## config.mk

```make
export PLATFORM = sky130hd
export DESIGN_NAME = uart_reg_ctrl
export DESIGN_NICKNAME = d
export VERILOG_FILES = /design/src/rtl/uart_reg_ctrl.sv
export SDC_FILE = /design/constraint.sdc
export NUM_CORES = 1
export LEC_CHECK = 0
export ABC_CLOCK_PERIOD_IN_PS = 1900
export BUFFER_PORTS_ARGS = -buffer_cell sky130_fd_sc_hd__buf_2
export CORE_MARGIN = 2
export CORE_UTILIZATION = 30
export CTS_BUF_LIST = sky130_fd_sc_hd__clkbuf_2 sky130_fd_sc_hd__clkbuf_4 sky130_fd_sc_hd__clkbuf_8
export DETAILED_ROUTE_END_ITERATION = 16
export PLACE_DENSITY = 0.55
export SYNTH_ARGS = -nofsm -noshare
export SYNTH_HDL_FRONTEND = slang
export SYNTH_SLANG_ARGS = --single-unit
```

## constraint.sdc

```tcl
create_clock -name clk -period 1.9 [get_ports clk]
set_input_delay 0.19 -clock clk [delete_from_list [all_inputs] [get_ports clk]]
set_output_delay 0.19 -clock clk [all_outputs]
set_load 0.01 [all_outputs]
```

## src/rtl/uart_reg_ctrl.sv

```systemverilog
// UART byte-command to register-bus bridge: write = cmd+data, read = cmd then reply byte.
// Optional GET_DATA inter-byte timeout enabled by defining UART_REG_CTRL_TIMEOUT_EN.
module uart_reg_ctrl #(
  parameter int unsigned TIMEOUT_CYCLES = 1000000
) (
  input  logic       clk,
  input  logic       resetn,
  input  logic       uart_rx_valid,
  input  logic [7:0] uart_rx_data,
  input  logic       uart_tx_busy,
  output logic       uart_tx_en,
  output logic [7:0] uart_tx_data,
  output logic [6:0] reg_addr,
  output logic       reg_wr_en,
  output logic [7:0] reg_wdata,
  output logic       reg_rd_en,
  input  logic [7:0] reg_rdata,
  output logic       err_overrun
);

  if (TIMEOUT_CYCLES < 1 || TIMEOUT_CYCLES > 24'hFFFFFF) begin : g_bad_cfg
    $error("TIMEOUT_CYCLES out of range");
  end

  typedef enum logic [2:0] {
    IDLE,
    GET_DATA,
    WRITE,
    READ,
    READ_CAP,
    TX_WAIT
  } state_t;

  state_t state;

  logic busy_st;

  assign busy_st = (state == WRITE) || (state == READ) ||
                   (state == READ_CAP) || (state == TX_WAIT);

  // Strobes decode straight from the state register so they are mutually
  // exclusive; tx_en also needs busy so it can fire in the first free cycle.
  assign reg_wr_en  = (state == WRITE);
  assign reg_rd_en  = (state == READ);
  assign uart_tx_en = (state == TX_WAIT) && !uart_tx_busy;

`ifdef UART_REG_CTRL_TIMEOUT_EN
  localparam logic [23:0] TO_LAST = 24'(TIMEOUT_CYCLES - 1);

  logic [23:0] to_cnt;
  logic        to_hit;

  assign to_hit = (to_cnt == TO_LAST);
`endif

  always_ff @(posedge clk or negedge resetn) begin
    if (!resetn) begin
      state        <= IDLE;
      reg_addr     <= '0;
      reg_wdata    <= '0;
      uart_tx_data <= '0;
      err_overrun  <= 1'b0;
`ifdef UART_REG_CTRL_TIMEOUT_EN
      to_cnt       <= '0;
`endif
    end else begin
      unique case (state)
        IDLE: begin
          if (uart_rx_valid) begin
            reg_addr <= uart_rx_data[6:0];
            state    <= uart_rx_data[7] ? GET_DATA : READ;
`ifdef UART_REG_CTRL_TIMEOUT_EN
            to_cnt   <= '0;
`endif
          end
        end
        GET_DATA: begin
          if (uart_rx_valid) begin
            reg_wdata <= uart_rx_data;
            state     <= WRITE;
          end
`ifdef UART_REG_CTRL_TIMEOUT_EN
          else if (to_hit) begin
            state  <= IDLE;
          end else begin
            to_cnt <= to_cnt + 24'd1;
          end
`endif
        end
        WRITE:    state <= IDLE;
        READ:     state <= READ_CAP;
        READ_CAP: begin
          uart_tx_data <= reg_rdata;
          state        <= TX_WAIT;
        end
        TX_WAIT: begin
          if (!uart_tx_busy) state <= IDLE;
        end
        default:  state <= IDLE;
      endcase

      if (uart_rx_valid && busy_st) err_overrun <= 1'b1;
    end
  end

endmodule

```

Word-level counts from Yosys, hierarchy flattened. Index checks and enable logic that the tools add are counted.

Bits in registers: 27. Bits in writable memories: 0. ROM bits: 0. Bits in latches: 0. Memories kept: 0.

Shift operators: 0. Div/mod/pow operators: 0. Reduce and logical (&&, ||, !) cells: 10. $lt $le $gt $ge: 0. Eq/ne operators: 8. Multiply operators: 0. Muxes and demuxes: 5. Add/subtract/negate cells: 0. Bitwise operators: 0.

Operators by type and width (number): 3-bit case mux with 5 select lines (1); 3-bit two-way mux (3); 3-bit by 2-bit equality test with 1-bit output (second input constant) (2); 3-bit equality test (second input constant) (2); 2-bit inequality test (second input constant) (3); 2-bit AND reduction (2); 3-bit by 1-bit equality test with 1-bit output (second input constant) (1); 3-bit zero test (1); 1-bit logical OR (3); 3-bit AND reduction (1); 1-bit logical AND (2); 2-bit two-way mux (1); 1-bit zero test (1).

Logic depth before layout (Yosys ltp).
Word-level depth: 5. Mapped depth: 4.

Least setup slack after synthesis. Ideal clock, no wire load.

Kind: reg2reg. From: register state[2]. To: register reg_addr[0]. Slack: 475 ps. Clock period less this slack: 1425 ps. Stages on the path, launching flop included: 4. Buffers on the path: 1. Setup time: 125 ps. Data arrival time: 1300 ps. Cell sequence: dfrtp_1 -> buf_6 -> nor4b_4 -> mux2_2.

Word-level cells in the longest chain between the ends: 2.

Ends and longest elaborated chain: start: declaration (line 34) `state_t state;`; start signal: assignment (line 71) `state <= uart_rx_data[7] ? GET_DATA : READ;`; 3-bit zero test (line 67) `unique case (state)`; 2-bit AND reduction (no line); end signal: assignment (line 70) `reg_addr <= uart_rx_data[6:0];`; end: declaration (line 13) `output logic [6:0] reg_addr,`.

Every way passes these cells. A chain may end at the register's enable or synchronous reset.

Worst setup path in the final report.
From: register state[0]. To: output port uart_tx_en.

Word-level cells in the longest chain between the ends: 2.

Ends and longest elaborated chain: 3-bit equality test (line 45) `assign uart_tx_en = (state == TX_WAIT) && !uart_tx_busy;`; 1-bit logical AND (line 45); end: declaration (line 11) `output logic uart_tx_en,`.

Every way passes these cells.

==> summary.txt <==
status: finished clean
capturing point of the worst reg2reg path: reg_wdata[4]$_DFFE_PN0P_
DR vias: 758
CP max stage delay: 0.59 ns
Syn Nets: 92
clock latency on the worst-skew pair: 0.27 ns
GRT overflow: 0
sequential area share after synthesis: 60.07%
DRT iter0 DRCs: 14
CTS Root Cell: clkbuf_8
critical path data required time: 1.71 ns
fmax: 0.6236 GHz
FF+latch area: 675.6 µm²
Layout fillers: 366
synthesis-to-finish area growth: 28.59%
crit path DAT: 1.41 ns
hold path depth: 2
Slew Limit Fails: 0
placed cell count: 163
first-pass GRT wire length: 3.408 mm
synthesized area: 1125 µm²
post-synth top area cell: dfrtp_1
post-layout instance area: 1446 µm²
Worst Path Buf+Inv: 1
maxcap violations: 0
Slowest cell on crit path: dfrtp_1
H-tree levels: 1
Tot Pwr: 2.278 mW
WHS: 0.1451 ns
Slew headroom: 60.67%
critical path launch point type: flop
post-DP HPWL: 1.534 mm
Initial Utilization: 30.96%
full die area: 4255 µm²
Routed WL: 2.071 mm
I/O Buffers: 46
setup_tns: 0 ns
drt via density: 4.512
Tmin final: 1.603 ns
final worst path period share: 84.39%
Die Span X: 65.23 µm
Core Area: 3633 µm²
reg-to-reg critical path startpoint: state[0]$_DFFE_PN0P_
top cell type's share of synthesized area: 60.07%
hold endpoint: uart_tx_data[0]$_DFFE_PN0N_
gp weighted congestion: 0.7075
crit path max fanout: 9
diode count: 0
RSZ-0062 raised after global routing: no
Layout Nets: 141
Setup crit start: state[0]$_DFFE_PN0P_
TritonCTS clock tree: built
YS warnings: 0
Final Setup Violations: 0
clk sinks: 27
Die Height: 65.23 µm
Gate Count Post-Synth: 72
Peak supply drop: 532.4 µV
TritonCTS buffer count: 3
layout cells sized above 1: 64.17%
Setup Skew: 0.003699 ns
Hold Path Class: input port to flop
non-filler cells, final: 168
synthesized flop and latch total: 27
Leakage: 0.6824 nW
post-route ant nets: 0
clock buffer depth: 2
top post-synthesis cells by area: dfrtp_1, mux2_2, nor4b_4
Power Density: 1575 nW/µm²
vias in the first global route: 692
area of the multi-input gates: 412.9 µm²
CP Cell Sequence: nor2b_1, nor3b_1, buf_2
Final Hold Vio Count: 0
Mean Syn Cell Area: 15.62 µm²
critical path class: flop to output pin
Routed WL per cell: 12.33 µm
Worst-Margin Slew: 0.5900 ns
worst reg-to-reg setup slack: 0.36 ns
CTS clk-pin slew, worst paths: 0.09 ns
GRT Util Overall: 10.36%
Unique masters post-synth: 20
area post-placement: 1390 µm²
First-pass DRT Iterations: 2
initial antenna violation count: 0
DRC Markers: 0
family with the most delay on the worst path: flip-flops
FP Rows: 22
Top-Level Pins: 47
pin count of the biggest net entering global routing: 28
worst r2r path cells: 2
Hold Startpoint: reg_rdata[0]
crit path capture type: output pin
routing by layer:
layer  wire (µm)  global-route usage [%]  vias up
li1            -                       -      351
met1         956                   13.76      373
met2         900                   16.33       34
met3         214                   3.596        0
met4           0                   2.344        0
met5           0                       0        -
synthesized netlist by cell type:
library cell,count
and4bb_2,1
nor2b_1,2
nor4b_1,1
xnor2_1,1
nor2_1,1
a211oi_1,1
nor4b_4,1
or2b_1,1
nand2_1,1
xor2_1,1
o22ai_1,1
mux2_2,23
buf_6,2
nor3b_1,2
nor3b_4,1
buf_2,2
and3b_1,1
inv_1,1
a21o_1,1
dfrtp_1,27
how the worst max path moves through the flow:
stage | end | slack [ns] | cells past startpoint
2_1_floorplan | reg_addr[0]$_DFFE_PN0P_ | 0.47 | 3
3_3_place_gp | reg_wdata[7]$_DFFE_PN0P_ | 0.38 | 2
3_5_place_dp | reg_wdata[6]$_DFFE_PN0P_ | 0.35 | 2
4_1_cts | uart_tx_en | 0.29 | 3
5_1_grt | uart_tx_en | 0.18 | 3
6_report | uart_tx_en | 0.30 | 3
layout by cell type (no fill, tap or decap):
| cell type | netlist | routed |
|---|---|---|
| a211oi_1 | 1 | 1 |
| a21o_1 | 1 | 1 |
| and3b_1 | 1 | 1 |
| and4bb_2 | 1 | 1 |
| buf_2 | 2 | 46 |
| buf_4 | 0 | 1 |
| clkbuf_8 | 0 | 3 |
| clkinv_2 | 0 | 1 |
| dfrtp_1 | 27 | 27 |
| dlygate4sd3_1 | 0 | 1 |
| inv_1 | 1 | 1 |
| mux2_2 | 23 | 23 |
| nand2_1 | 1 | 1 |
| nor2_1 | 1 | 1 |
| nor2b_1 | 2 | 2 |
| nor3b_1 | 2 | 2 |
| nor3b_4 | 1 | 1 |
| nor4b_1 | 1 | 1 |
| nor4b_4 | 1 | 1 |
| o22ai_1 | 1 | 1 |
| or2b_1 | 1 | 1 |
| xnor2_1 | 1 | 1 |
| xor2_1 | 1 | 1 |
power by group:
part           total [mW]  internal [mW]  switching, mW
registers            1.05          0.850          0.198
logic               0.904          0.514          0.389
clock network       0.326          0.147          0.179
total                2.28           1.51          0.767
layout make-up:
cell class | count | share of cell area (%)
Clock inverter | 1 | 0.3460
Timing Repair Buffer | 48 | 17.13
Clock buffer | 3 | 2.855
Inverter | 1 | 0.2595
Sequential cell | 27 | 46.71
Multi-Input combinational cell | 40 | 28.55
Tap cell | 48 | 4.152
registers in the layout, indices dropped and copies added (netlist names):
signal        cells
reg_wdata         8
uart_tx_data      8
reg_addr          7
state             3
err_overrun       1
logic make-up after synthesis:
kind of cell / Yosys count / synth area share (%)
buf+inv: 5 / 3.225
simple gates: 12 / 10.23
xor+xnor: 2 / 1.558
compound gates: 3 / 1.892
mux: 23 / 23.03
flops: 27 / 60.07
repair_timing:
action	4_1_cts	5_1_grt
setup buffers	0	0
hold buffers	1	0
hold endpoints to repair	27	0
gates resized for setup	0	0
metrics by stage:
step           setup slack, ns  utilization [%]
2_1_floorplan           0.4748                -
3_3_place_gp            0.3834            38.26
3_5_place_dp            0.3519            38.26
4_1_cts                 0.2889            39.81
5_1_grt                 0.1834            39.81
6_report                0.2965            39.81
Note: power is estimated with default switching activity, not from simulation.
